### src/rtl/sti_rx_pack.sv
// sti_rx_pack: deserialises frames from an upstream serial transmitter and
// packs each one into a right-justified 32-bit word. Completed frames go into
// a 2-entry FIFO together with their received length and an error flag.
//
// Ports
//   clk        : single clock, rising-edge state updates
//   reset      : asynchronous, active-low; clears all state
//   so_data    : serial data bit
//   so_valid   : high while so_data carries a frame bit (one bit per cycle)
//   cfg_msb    : 1 = MSB-first frame, 0 = LSB-first frame (sampled at frame start)
//   cfg_length : expected length 00=8, 01=16, 10=24, 11=32 (sampled at frame start)
//   word_ready : downstream accepts the head word when high with word_valid
//   word_data  : head word data, zero when word_valid is low
//   word_len   : head word bit count (1..32, 33 = overlength), zero when empty
//   word_err   : head word length differed from the expected length
//   word_valid : FIFO holds at least one word
//   overflow   : sticky; a completed frame was dropped on a full FIFO
//   frame_cnt  : frames pushed into the FIFO, wraps at 256
module sti_rx_pack (
    input  logic        clk,
    input  logic        reset,
    input  logic        so_data,
    input  logic        so_valid,
    input  logic        cfg_msb,
    input  logic [1:0]  cfg_length,
    input  logic        word_ready,
    output logic [31:0] word_data,
    output logic [5:0]  word_len,
    output logic        word_err,
    output logic        word_valid,
    output logic        overflow,
    output logic [7:0]  frame_cnt
);

    typedef enum logic {IDLE, RECV} state_t;

    typedef struct packed {
        logic [31:0] data;
        logic [5:0]  len;
        logic        err;
    } entry_t;

    state_t      state, next_state;
    logic [31:0] shreg;
    logic [5:0]  bit_cnt;
    logic        msb_q;
    logic [1:0]  len_q;

    logic        push, pop, push_ok, full;
    logic [5:0]  exp_len;
    entry_t      new_entry;
    entry_t      mem [2];
    logic        wr_ptr, rd_ptr;
    logic [1:0]  count;

    // ---------------- FSM ----------------
    // NOTE: sequential state uses non-blocking (<=) so every flop samples
    // values from before the edge; combinational blocks use blocking (=).
    always_ff @(posedge clk or negedge reset) begin
        if (!reset) state <= IDLE;
        else        state <= next_state;
    end

    // NOTE: every output of this block gets a default first so no path
    // leaves a signal unassigned, which would infer a latch.
    always_comb begin
        next_state = state;
        push       = 1'b0;
        unique case (state)
            IDLE: if (so_valid) next_state = RECV;
            RECV: if (!so_valid) begin
                next_state = IDLE;
                push       = 1'b1;   // frame end: this cycle's so_valid=0
            end
            default: next_state = IDLE;
        endcase
    end

    // ---------------- Bit capture ----------------
    always_ff @(posedge clk or negedge reset) begin
        if (!reset) begin
            shreg   <= '0;
            bit_cnt <= '0;
            msb_q   <= 1'b0;
            len_q   <= 2'b00;
        end else if (state == IDLE) begin
            if (so_valid) begin
                // First bit lands in bit 0 for either bit order.
                shreg   <= {31'b0, so_data};
                bit_cnt <= 6'd1;
                msb_q   <= cfg_msb;
                len_q   <= cfg_length;
            end
        end else if (so_valid) begin
            if (bit_cnt < 6'd32) begin
                if (msb_q) shreg <= {shreg[30:0], so_data};
                else       shreg[bit_cnt[4:0]] <= so_data;
                bit_cnt <= bit_cnt + 6'd1;
            end else begin
                // Bits past 32 are dropped; count saturates at 33 to flag it.
                bit_cnt <= 6'd33;
            end
        end
    end

    // Expected length is 8 * (cfg_length + 1); 3-bit sum covers 1..4.
    assign exp_len   = {({1'b0, len_q} + 3'd1), 3'b000};
    assign new_entry = '{data: shreg, len: bit_cnt, err: (bit_cnt != exp_len)};

    // ---------------- 2-entry FIFO ----------------
    assign full       = (count == 2'd2);
    assign word_valid = (count != 2'd0);
    assign pop        = word_valid & word_ready;
    // A simultaneous pop frees the slot, so a full FIFO still accepts.
    assign push_ok    = push & (~full | pop);

    // NOTE: storage is not reset; outputs are gated by word_valid, so stale
    // contents are never visible and the array maps onto plain registers/RAM.
    always_ff @(posedge clk) begin
        if (push_ok) mem[wr_ptr] <= new_entry;
    end

    always_ff @(posedge clk or negedge reset) begin
        if (!reset) begin
            wr_ptr    <= 1'b0;
            rd_ptr    <= 1'b0;
            count     <= 2'd0;
            overflow  <= 1'b0;
            frame_cnt <= 8'd0;
        end else begin
            if (push_ok) begin
                wr_ptr    <= ~wr_ptr;
                frame_cnt <= frame_cnt + 8'd1;
            end
            if (pop) rd_ptr <= ~rd_ptr;
            if (push_ok && !pop)      count <= count + 2'd1;
            else if (!push_ok && pop) count <= count - 2'd1;
            if (push && !push_ok) overflow <= 1'b1;
        end
    end

    always_comb begin
        word_data = '0;
        word_len  = '0;
        word_err  = 1'b0;
        if (word_valid) begin
            word_data = mem[rd_ptr].data;
            word_len  = mem[rd_ptr].len;
            word_err  = mem[rd_ptr].err;
        end
    end

endmodule

### config.mk
export PLATFORM = sky130hd
export DESIGN_NAME = sti_rx_pack
export DESIGN_NICKNAME = d
export VERILOG_FILES = /design/src/rtl/sti_rx_pack.sv
export SDC_FILE = /design/constraint.sdc
export NUM_CORES = 1
export LEC_CHECK = 0
export CAP_MARGIN = 20
export CORE_MARGIN = 2
export CORE_UTILIZATION = 52
export CTS_CLUSTER_DIAMETER = 120
export DETAILED_ROUTE_END_ITERATION = 8
export HOLD_SLACK_MARGIN = 0.1
export PLACE_DENSITY_LB_ADDON = 0.1
export SLEW_MARGIN = 20
export SYNTH_ARGS = -nofsm -noshare
export SYNTH_HDL_FRONTEND = slang
export SYNTH_SLANG_ARGS = --single-unit
### constraint.sdc
create_clock -name clk -period 2.61 [get_ports clk]
set_input_delay 0.3915 -clock clk [delete_from_list [all_inputs] [get_ports clk]]
set_output_delay 0.3915 -clock clk [all_outputs]
set_load 0.01 [all_outputs]
==> flow_metrics.py <==
metrics = {
    "critical_path": {
        "critPathMaxFanout": 39,
        "reg2reg_to": "mem[0][0]$_DFFE_PP_",
        "crit_arrival_ns": 2.01,
        "crit_type": "flop to primary output",
        "worstSetupEndpointType": "primary output",
        "cp.required_ns": 2.22,
        "worstRegToRegCells": 4,
        "startpoint_type": "flop",
        "reg2reg_from": "bit_cnt[0]$_DFFE_PN0P_",
        "startpoint": "count[0]$_DFFE_PN0P_",
        "crit_end": "word_len[5]",
        "reg2reg_slack_ns": 0.49,
    },
    "route": {
        "via_per_inst": 6.00,
        "wl_per_cell_um": 18.6,
        "drc_errors": 0,
        "firstDrtPassIters": 5,
        "drt_iter0_markers": 307,
        "totalWireLength_mm": 13.0,
        "drtAntennaViolNets": 0,
        "via_count": 4175,
    },
    "placement": {
        "dp.cells": 663,
        "gp_congestion": 0.882,
        "hpwl_mm": 8.40,
        "placed_area_um2": 6810,
        "portBuffers": 56,
    },
    "synth": {
        "synth_cell_type_count": 49,
        "yosys.area_share.simple_pct": 9.36,
        "ys_seq_area_share_pct": 61.5,
        "synth_top_area_cell": "edfxtp_1",
        "synth_compound_area_share_pct": 15.2,
        "postSynth.asyncResetShare_pct": 41.4,
        "synth_xor_area_share_pct": 2.17,
        "synthAdderAreaFrac_pct": 1.45,
        "yosysWarnings": 0,
        "syn-cell-area_um2": 6040,
        "synth.most_common_cell": "edfxtp_1",
        "synthMuxAreaShare_pct": 7.58,
        "synthCells": 478,
        "synth_seq_cells": 133,
        "avgSynthCellArea_um2": 12.6,
        "synth_top_area_share_pct": 38.8,
        "synth_top_family_by_area": "compound AO/OA/AOI/OAI gates",
        "synthFlopType": "edfxtp_1",
        "synth_nets": 493,
        "synth.area.top_cells": "edfxtp_1 39%, dfrtp_1 23%, mux2i_1 6.5%",
        "netlist_top_cells_count": "78 x edfxtp_1, 55 x dfrtp_1, 48 x nor2_1, 39 x mux2i_1, 34 x o21ai_0",
        "synth_edf_count": 78,
    },
    "global_routing": {
        "grt_pass1_wl_mm": 21.4,
        "antenna_found_initial": 0,
        "grt_max_degree": 40,
        "overflow": 0,
        "grt_pass1_vias": 4082,
        "grt_usage_pct": 22.1,
    },
    "power": {
        "pwr-share-seq_pct": 36.6,
        "p_per_area_nw_per_um2": 1050,
        "swShare_pct": 29.0,
        "combPwrFrac_pct": 29.5,
        "clkPwrFrac_pct": 34.0,
        "peakVddDrop_mv": 0.700,
        "leakage_nw": 2.88,
        "switchingPower_mw": 2.27,
        "internal_power_mw": 5.55,
    },
    "clock_network": {
        "cts.repair.resized": 0,
        "insertion_delay_ns": 0.41,
        "cts_root_buf": "clkbuf_16",
        "cts.clk_slew.worst_paths_ns": 0.06,
        "cts_tree": "built",
        "cts_buffers": 17,
        "htreeDepth": 4,
        "clk_path_buf_depth": 2,
        "clock-sinks": 133,
    },
    "floorplanning": {
        "io-pin-count": 57,
        "coreArea_um2": 11400,
        "die_w_um": 112,
        "dieArea_um2": 12500,
        "start_util_pct": 53.2,
        "fp-row-count": 39,
        "die_height_um": 112,
    },
    "timing": {
        "tightest_slew_ns": 0.711,
        "min_period_over_period_pct": 91.9,
        "rsz0062_at_grt": "no",
        "fin_crit_ns": 2.40,
        "maxSlewHeadroom_pct": 52.6,
        "hold_ws_ns": 0.471,
        "max_freq_ghz": 0.417,
        "fin_setup_tns_ns": 0,
        "hold_viol": 0,
        "setup_violations": 0,
        "final_max_slew_viol_count": 0,
        "finalClockSkew_ns": 0.00530,
    },
    "worst_hold_path": {
        "whs_path_depth": 1,
        "hp-start": "overflow$_DFFE_PN0P_",
        "hold_path_class": "flop to flop",
    },
    "final_layout": {
        "design_area_um2": 7490,
        "nets": 555,
        "drive_gt1_share_pct": 12.5,
        "area_growth_pct": 23.9,
        "diodes": 0,
        "final_cells": 696,
    },
    "job": {
        "cap_violations": 0,
    },
    "status": {
        "status": "complete, no violations",
    },
}
[layer usage]
layer	share of wire [%]	GRT usage [%]
met5	0	0
met4	2.2	7.82
met3	4.9	4.74
met2	50	36.1
met1	43	29.4
[how the worst min path moves through the flow]
stage                               endpoint  slack [ns]
floorplan             bit_cnt[0]$_DFFE_PN0P_         0.1
detailed placement        wr_ptr$_DFFE_PN0N_        0.42
finish                  overflow$_DFFE_PN0P_        0.47
global placement    frame_cnt[6]$_DFFE_PN0N_        0.41
global route        frame_cnt[7]$_DFFE_PN0N_        0.49
CTS                 frame_cnt[7]$_DFFE_PN0N_        0.47
[cell families (layout without fill, tap and decap cells)]
kind of cell | count (synthesis) | after routing
buf+inv | 33 | 108
flops | 133 | 133
simple gates | 112 | 112
xor+xnor | 15 | 15
fa+ha+maj | 7 | 7
compound gates | 133 | 133
mux | 45 | 45
[repair_timing]
item                      in CTS  in global routing
hold buffers                   1                  0
setup buffers                  0                  0
hold endpoints to repair      23                  0
[flip-flops by register name, indices dropped and copies added (netlist names), 2 cells and up]
signal / cells
len_q: 2
mem: 78
frame_cnt: 8
bit_cnt: 6
shreg: 32
count: 2
[layout by cell type, fill, tap and decap left out, types with 6 or more instances in the layout]
cell type | synthesis | final
a21oi_1 | 20 | 20
a22oi_1 | 18 | 18
a31oi_1 | 31 | 31
buf_4 | 6 | 9
clkbuf_16 | 0 | 17
clkdlybuf4s50_1 | 0 | 55
dfrtp_1 | 55 | 54
edfxtp_1 | 78 | 78
ha_1 | 7 | 7
mux2i_1 | 39 | 39
nand2_1 | 19 | 19
nand2b_1 | 8 | 8
nand3_1 | 6 | 6
nor2_1 | 48 | 46
o21ai_0 | 34 | 34
o2bb2a_4 | 6 | 6
o31ai_1 | 10 | 10
xnor2_1 | 10 | 10
[power by group through the flow]
stage | Combinational, mW | Sequential [mW] | Clock, mW
CTS | 2.34 | 2.86 | 2.69
finish | 2.31 | 2.86 | 2.66
detailed placement | 2.33 | 2.89 | 0
global placement | 2.30 | 2.88 | 0
global route | 2.50 | 2.90 | 2.77
floorplan | 1.29 | 2.81 | 0
[final cells by class]
| type | count | area [µm²] |
|---|---|---|
| Multi-Input combinational cell | 312 | 2170 |
| Clock buffer | 21 | 470 |
| Fill cell | 874 | 3880 |
| Timing Repair Buffer | 71 | 733 |
| Tap cell | 143 | 179 |
| Inverter | 5 | 18.8 |
| Sequential cell | 133 | 3720 |
| Clock inverter | 11 | 195 |
[through the flow]
| step | power, mW | util, % | setup WS [ns] |
|---|---|---|---|
| finish | 7.83 | 65.8 | 0.212 |
| global route | 8.17 | 65.8 | 0.0735 |
| CTS | 7.89 | 65.8 | 0.144 |
| detailed placement | 5.22 | 59.9 | 0.359 |
| global placement | 5.18 | 59.9 | 0.387 |
| floorplan | 4.10 | - | 0.355 |
[worst max-delay path, cell delays in order, from the launching register on]
cell             delay, ns
dfrtp_1               0.43
nor2_2                0.15
buf_4                 0.37
nor2_1                0.13
clkdlybuf4s50_1       0.50
Note: power is estimated with default switching activity, not from simulation.
